[src/rtl/seg_countdown_ctrl.sv]
// seg_countdown_ctrl
//   Two-digit BCD countdown timer that drives a shared two-digit 7-segment
//   decoder. Digits load from a clamped preset. They count down once per
//   divided tick while running, can pause and resume, and latch at 00 in
//   DONE. Both digit registers only ever hold 0-9, so the decoder never
//   sees one of its undefined codes.
//
// Ports
//   clk          system clock
//   rst          synchronous, active-high reset
//   load         pulse: load clamped preset digits and return to IDLE
//   start        pulse: start (IDLE) or resume (PAUSE) counting
//   pause        pulse: freeze counting (RUN only)
//   preset_tens  BCD preset, tens digit (>9 loads as 9)
//   preset_ones  BCD preset, ones digit (>9 loads as 9)
//   seg_data_1   tens digit to decoder, registered, 0-9
//   seg_data_2   ones digit to decoder, registered, 0-9
//   running      registered, high while in RUN
//   done         registered, high while in DONE
module seg_countdown_ctrl #(
   parameter int unsigned TICK_DIV = 12000000,
   parameter int unsigned DIV_W    = 24
) (
   input  logic       clk,
   input  logic       rst,
   input  logic       load,
   input  logic       start,
   input  logic       pause,
   input  logic [3:0] preset_tens,
   input  logic [3:0] preset_ones,
   output logic [3:0] seg_data_1,
   output logic [3:0] seg_data_2,
   output logic       running,
   output logic       done
);

   typedef enum logic [1:0] {S_IDLE, S_RUN, S_PAUSE, S_DONE} state_t;

   localparam logic [DIV_W-1:0] DIV_MAX = DIV_W'(TICK_DIV - 1);

   state_t           state_q, state_d;
   logic [3:0]       tens_q, tens_d, ones_q, ones_d;
   logic [DIV_W-1:0] div_q, div_d;
   logic             running_q, done_q;

   logic             tick;
   logic [3:0]       tens_dec, ones_dec;
   logic             dec_zero;
   logic [3:0]       pre_tens_cl, pre_ones_cl;

   // Each preset digit is clamped on its own so an illegal code never
   // reaches the digit registers.
   assign pre_tens_cl = (preset_tens > 4'd9) ? 4'd9 : preset_tens;
   assign pre_ones_cl = (preset_ones > 4'd9) ? 4'd9 : preset_ones;

   assign tick = (div_q == DIV_MAX);

   // BCD decrement with borrow. The tens borrow cannot wrap: RUN is only
   // entered or kept with digits != 00, so tens is nonzero whenever ones is 0.
   assign ones_dec = (ones_q != 4'd0) ? ones_q - 4'd1 : 4'd9;
   assign tens_dec = (ones_q != 4'd0) ? tens_q : tens_q - 4'd1;
   assign dec_zero = (tens_dec == 4'd0) && (ones_dec == 4'd0);

   always_comb begin
      state_d = state_q;
      tens_d  = tens_q;
      ones_d  = ones_q;
      div_d   = div_q;
      if (load) begin
         state_d = S_IDLE;
         tens_d  = pre_tens_cl;
         ones_d  = pre_ones_cl;
         div_d   = '0;
      end else begin
         case (state_q)
            S_IDLE: begin
               if (start) begin
                  div_d   = '0;
                  state_d = (tens_q == 4'd0 && ones_q == 4'd0) ? S_DONE : S_RUN;
               end
            end
            S_RUN: begin
               if (tick) begin
                  div_d  = '0;
                  tens_d = tens_dec;
                  ones_d = ones_dec;
                  // Reaching 00 wins over a coincident pause.
                  if (dec_zero)   state_d = S_DONE;
                  else if (pause) state_d = S_PAUSE;
               end else begin
                  div_d = div_q + DIV_W'(1);
                  if (pause) state_d = S_PAUSE;
               end
            end
            // Divider holds here so RUN time between ticks always totals TICK_DIV.
            S_PAUSE: if (start) state_d = S_RUN;
            S_DONE:  ;
            default: state_d = S_IDLE;
         endcase
      end
   end

   always_ff @(posedge clk) begin
      if (rst) begin
         state_q   <= S_IDLE;
         tens_q    <= 4'd0;
         ones_q    <= 4'd0;
         div_q     <= '0;
         running_q <= 1'b0;
         done_q    <= 1'b0;
      end else begin
         state_q   <= state_d;
         tens_q    <= tens_d;
         ones_q    <= ones_d;
         div_q     <= div_d;
         running_q <= (state_d == S_RUN);
         done_q    <= (state_d == S_DONE);
      end
   end

   assign seg_data_1 = tens_q;
   assign seg_data_2 = ones_q;
   assign running    = running_q;
   assign done       = done_q;

endmodule
[config.mk]
export PLATFORM = sky130hd
export DESIGN_NAME = seg_countdown_ctrl
export DESIGN_NICKNAME = d
export VERILOG_FILES = /design/src/rtl/seg_countdown_ctrl.sv
export SDC_FILE = /design/constraint.sdc
export NUM_CORES = 1
export LEC_CHECK = 0
export ABC_AREA = 1
export BUFFER_PORTS_ARGS = -buffer_cell sky130_fd_sc_hd__clkbuf_2
export CORE_UTILIZATION = 45
export CTS_CLUSTER_SIZE = 30
export DETAILED_ROUTE_END_ITERATION = 8
export HOLD_SLACK_MARGIN = 0.12
export SYNTH_ARGS = -nofsm -noshare
export SYNTH_HDL_FRONTEND = slang
export SYNTH_SLANG_ARGS = --single-unit
[constraint.sdc]
create_clock -name clk -period 1.9 [get_ports clk]
set_input_delay 0.19 -clock clk [delete_from_list [all_inputs] [get_ports clk]]
set_output_delay 0.19 -clock clk [all_outputs]
set_load 0.02 [all_outputs]
## Yosys cells after proc, flatten, opt, wreduce, memory -nomap -nowiden

Cells that the tools add are included.

| word-level totals | value |
|---|---|
| bits in registers | 36 |
| word-level logic and storage cells | 52 |

| cells by class | value |
|---|---|
| $lt $le $gt $ge | 2 |
| multiplexer cells | 21 |
| $add $sub $neg | 3 |
| reduce and logical (&&, ||, !) cells | 14 |
| eq/ne operators | 6 |

Operators by type and width:

| cell | number |
|---|---|
| 24-bit 2-to-1 mux | 2 |
| 24-bit one-hot mux with 2 select lines | 1 |
| 4-bit 2-to-1 mux | 10 |
| 24-bit by 1-bit adder with 24-bit output (second input constant) | 1 |
| 24-bit equality test (second input constant) | 1 |
| 4-bit logical NOT | 4 |
| 2-bit 2-to-1 mux | 7 |
| 4-bit greater-than comparator (second input constant) | 2 |
| 4-bit by 1-bit subtractor with 4-bit output (second input constant) | 2 |
| 2-bit one-hot mux with 3 select lines | 1 |
| 2-bit nonzero test | 3 |
| 2-bit by 1-bit equality test with 1-bit output (second input constant) | 2 |
| 2-bit equality test (second input constant) | 2 |
| 2-bit AND reduction | 2 |
| 4-bit nonzero test | 1 |
| 1-bit logical AND | 2 |
| 2-bit logical NOT | 1 |
| 2-bit != test (second input constant) | 1 |
| 2-bit OR reduction | 1 |

## Longest topological paths before layout

| depth | value |
|---|---|
| depth after elaboration | 9 |
| mapped depth | 11 |
| gate-level depth less buffers | 10 |

## Worst setup path after synthesis

OpenSTA, ideal clock, no wires.

| timing | value |
|---|---|
| path kind | reg2reg |
| from | reg div_q[0] |
| to | reg div_q[20] |
| arrival | 1.432 ns |
| path slack | 0.336 ns |
| data required time | 1.768 ns |
| clock period less this slack | 1.564 ns |
| stages on the path, launching flop included | 10 |
| path buffers | 1 |
| path through | dfxtp_1 > ha_1 > nand3_2 > nor3_4 > nand3_4 > nand2_2 > inv_1 > buf_6 > nand3_1 > a21oi_1 |

| between the ends | value |
|---|---|
| cells in the longest elaborated chain, start to end | 3 |
| elaborated cells on any way between the ends | 4 |

RTL lines:

| item | RTL line | source |
|---|---|---|
| from (decl) | 43 | `logic [DIV_W-1:0] div_q, div_d;` |
| from (signal assigned) | 115 | `div_q <= div_d;` |
| 24-bit by 1-bit adder with 24-bit output or 24-bit equality test (tied branches) | 91, 56 |  |
| 24-bit 2-to-1 mux * | 83 | `if (tick) begin` |
| 24-bit one-hot mux with 2 select lines * | 75 | `case (state_q)` |

Every way passes the cells marked *; elsewhere a longest branch is shown, timed or not.
A chain may end at the register's enable or synchronous reset.

## Worst setup path after layout

| timing | value |
|---|---|
| from | reg div_q[0] |
| to | reg div_q[15] |

The elaborated chain is that of the path after synthesis.

==> impl_results.md <==
* Cts hold-fix bufs at 0
* F_max at between 500 and 600 MHz
* Final min period at roughly 1.7 ns
* Number of DRC violations after detailed-routing iteration 0 at 141
* Vias after detailed routing at 2220
* Die width at around 71 um
* Global-route wire length before repair at 9.28 mm
* Post-route setup TNS at 0 ns
* Clock transition time at the flip-flop clock pins of the worst setup and hold paths at around 0.07 ns
* Number of buffers added on ports at 22
* Max capacitance violation total at 0
* Number of unique standard cell types used by synthesis at 31
* Number of top-level pins at 23
* Worst Setup Slack post-DPL at ~0.14 ns
* Run status: finished clean
* DRT antenna net count at 0
* Max-slew violation count at 0
* Clock insertion delay at the later pin of the skew report at 0.29 ns
* Max-slew headroom at the worst pin at between 60 and 70%
* Overall die area at 0.00507 sq mm
* Wirelength per Cell at ~12 um
* DIE HEIGHT at roughly 71 um
* Cell-internal power at 1.15 mW
* Required time of the worst setup path at 2.08 ns
* Switching share of total power at 27.9%
* TritonCTS clock tree: built
* Core box area at between 0.004 and 0.005 sq mm
* Number of global-route vias before repair at about 2000
* Residual DRC at 0
* Maximum level of the CTS H-tree at 2
* Peak supply drop at 424 uV
* Most used flip-flop cell after synthesis: sky130_fd_sc_hd__dfxtp_1
* Clock network fraction of design power at between 30% and 40%
* Area growth from synthesis to final layout at 16.0%
* Root Driver: sky130_fd_sc_hd__clkbuf_8
* Yosys warning count at 0
* Post-synth net total at ~360
* Final critical-path share of the clock period at between 90% and 100%
* Layout Nets at slightly below 400
* Final std cells w/o fill at around 430
* Switching pwr at 0.444 mW
* Actual transition at the worst max-transition pin at roughly 0.56 ns
* Source of the worst hold timing path: rst
* Cell area after layout at roughly 0.0025 sq mm
* Synthesis-stage register bit count at 36
* Category of the most critical setup path: reg -> reg
* Placed instance area at 0.00238 sq mm
* Maximum number of buffers from clock root to sink at 2
* Fillers at around 430
* Post-synth EDFFs at 0
* Antenna violations before repair at 0
* HP Class: in -> reg
* Sequential Power Share at 49.6%
* Num CTS Buffers at 5
* Number of cells produced by synthesis at 342
* Library cell with the highest instance count after synthesis: sky130_fd_sc_hd__nand2_1
* Final number of setup-violating endpoints at 0
* Cell area after technology mapping at approximately 0.0022 sq mm
* Starting utilization of the core area at between 40% and 50%
* Fraction of final layout cells with drive strength greater than 1 at 14.7%
* Yosys top cell by area: sky130_fd_sc_hd__dfxtp_1
* Final worst hold slack at roughly 0.17 ns
* Total overflow reported by the global router at 0
* Top cells by area in the synthesized netlist: sky130_fd_sc_hd__dfxtp_1 33%, sky130_fd_sc_hd__nand2_1 14%, sky130_fd_sc_hd__nor2_1 8.7%
* Critical path capture point type: register
* Inserted Diodes at 0
* Power density relative to cell area at approximately 640 mW/mm^2
* Launching element type of the critical path: register
* Routability Congestion at about 0.83
* Avg Vias per Cell at between 5 and 6
* Total wirelength of the detailed-routed design at around 5.3 mm
* Leakage component of the power at approximately 1 nW
* Origin of the worst setup path: div_q[0]$_SDFFE_PP0P_
* 1st-pass router iterations at 4
* Commonest cells in the synthesized netlist: 83 x sky130_fd_sc_hd__nand2_1, 50 x sky130_fd_sc_hd__nor2_1, 41 x sky130_fd_sc_hd__inv_1
* Placed insts at roughly 420
* Ys async rst share at 0%
* Rows at 24
* Worst Slack Setup Final at approximately 0.16 ns
* Area share of the largest cell type after synthesis at roughly a third
* Setup repair after global routing missed its margin: false
* Total GRT Usage at a little under a quarter
* Launching point of the worst reg2reg path: div_q[0]$_SDFFE_PP0P_
* WP data arrival at 1.92 ns
* Share of total power in combinational logic at between 10 and 15%
* Final clock skew at around 0.0087 ns
* Maximum fanout along the worst path at 6
* Post-detail-place hpwl at roughly 3.9 mm
* Final hold violations at 0
* Mean Syn Cell Area at about 6.3 sq um
* TritonCTS sink count at 36
* Pin count of the biggest net entering global routing at 13
* Post-synthesis sequential area ratio at approximately 33%
[metrics by stage]
| stage | power (mW) | utilization [%] |
|---|---|---|
| after floorplan | 0.956 | - |
| after global placement | 1.03 | 53.1 |
| after detailed placement | 1.03 | 53.1 |
| after CTS | 1.60 | 55.1 |
| after global routing | 1.68 | 55.8 |
| final | 1.59 | 55.8 |
[state kept, by name (all words and copies together) (netlist names)]
register / cells
seg_data_2: 4
div_q: 24
running: 1
done: 1
state_q: 2
seg_data_1: 4
[critical path, stage by stage, from the launching register on]
cell                         delay, ns
sky130_fd_sc_hd__dfxtp_1          0.37
sky130_fd_sc_hd__ha_1             0.22
sky130_fd_sc_hd__nand3_2          0.12
sky130_fd_sc_hd__nor3_4           0.18
sky130_fd_sc_hd__nand3_4          0.13
sky130_fd_sc_hd__nand2_4          0.12
sky130_fd_sc_hd__clkinvlp_4       0.15
sky130_fd_sc_hd__buf_4            0.17
sky130_fd_sc_hd__o211ai_1         0.08
sky130_fd_sc_hd__a21oi_1          0.08
[final cells by class]
class / count / area [sq um] / share of cell area, %
Clock buffer: 8 / 90.1 / 3.61
Timing Repair Buffer: 35 / 208 / 8.32
Inverter: 42 / 161 / 6.46
Multi-Input combinational cell: 259 / 1250 / 50.2
Sequential cell: 36 / 721 / 28.9
Tap cell: 52 / 65.1 / 2.61
[placed cells by master (no fill, tap or decap), types with 5 or more instances in the layout]
cell,synthesis,routed
sky130_fd_sc_hd__a21oi_1,28,28
sky130_fd_sc_hd__buf_4,0,13
sky130_fd_sc_hd__clkbuf_2,1,22
sky130_fd_sc_hd__clkbuf_8,0,6
sky130_fd_sc_hd__dfxtp_1,36,36
sky130_fd_sc_hd__inv_1,41,40
sky130_fd_sc_hd__nand2_1,83,83
sky130_fd_sc_hd__nand3_1,22,22
sky130_fd_sc_hd__nand4_1,6,6
sky130_fd_sc_hd__nor2_1,50,50
sky130_fd_sc_hd__nor2_2,5,5
sky130_fd_sc_hd__nor3_1,10,10
sky130_fd_sc_hd__o21ai_0,25,25
[per-layer routing]
layer	up-vias	track usage (%)	routed length, um
met1	962	31.3	2550
met5	-	0	0
li1	1195	-	-
met3	4	3.99	248
met2	59	37.8	2480
met4	0	8.67	48
[cells by family (layout without fill, tap and decap cells)]
kind of cell	Yosys count	after routing	synth area share (%)
buffers and inverters	47	85	8.60
adders and majority gates	3	3	1.74
DFF	36	36	33.5
xor gates and xnor gates	4	4	1.63
and+or+nand+nor	186	186	37.9
AOI/OAI and AO/OA	66	66	16.6
[power groups by stage]
stage / combinational (mW) / sequential, mW / clock [mW]
floorplan: 0.136 / 0.820 / 0
global placement: 0.227 / 0.806 / 0
detailed placement: 0.227 / 0.806 / 0
CTS: 0.229 / 0.788 / 0.579
global route: 0.264 / 0.792 / 0.623
finish: 0.234 / 0.789 / 0.568
[worst paths after layout]
check	end	slack (ns)	depth (start not counted)
worst max-delay path	div_q[15]$_SDFFE_PP0P_	0.16	9
worst min register to register	div_q[0]$_SDFFE_PP0P_	0.48	1
worst max register to register	div_q[15]$_SDFFE_PP0P_	0.16	9
worst min-delay path	state_q[1]$_SDFF_PP0_	0.17	2
[timing repair]
item / in CTS / in global routing
gates resized for setup: 0 / 2
hold endpoints to repair: 0 / 0
endpoints found under the setup margin: 0 / 1
setup buffers: 0 / 3
Note: power is estimated with default switching activity, not from simulation.
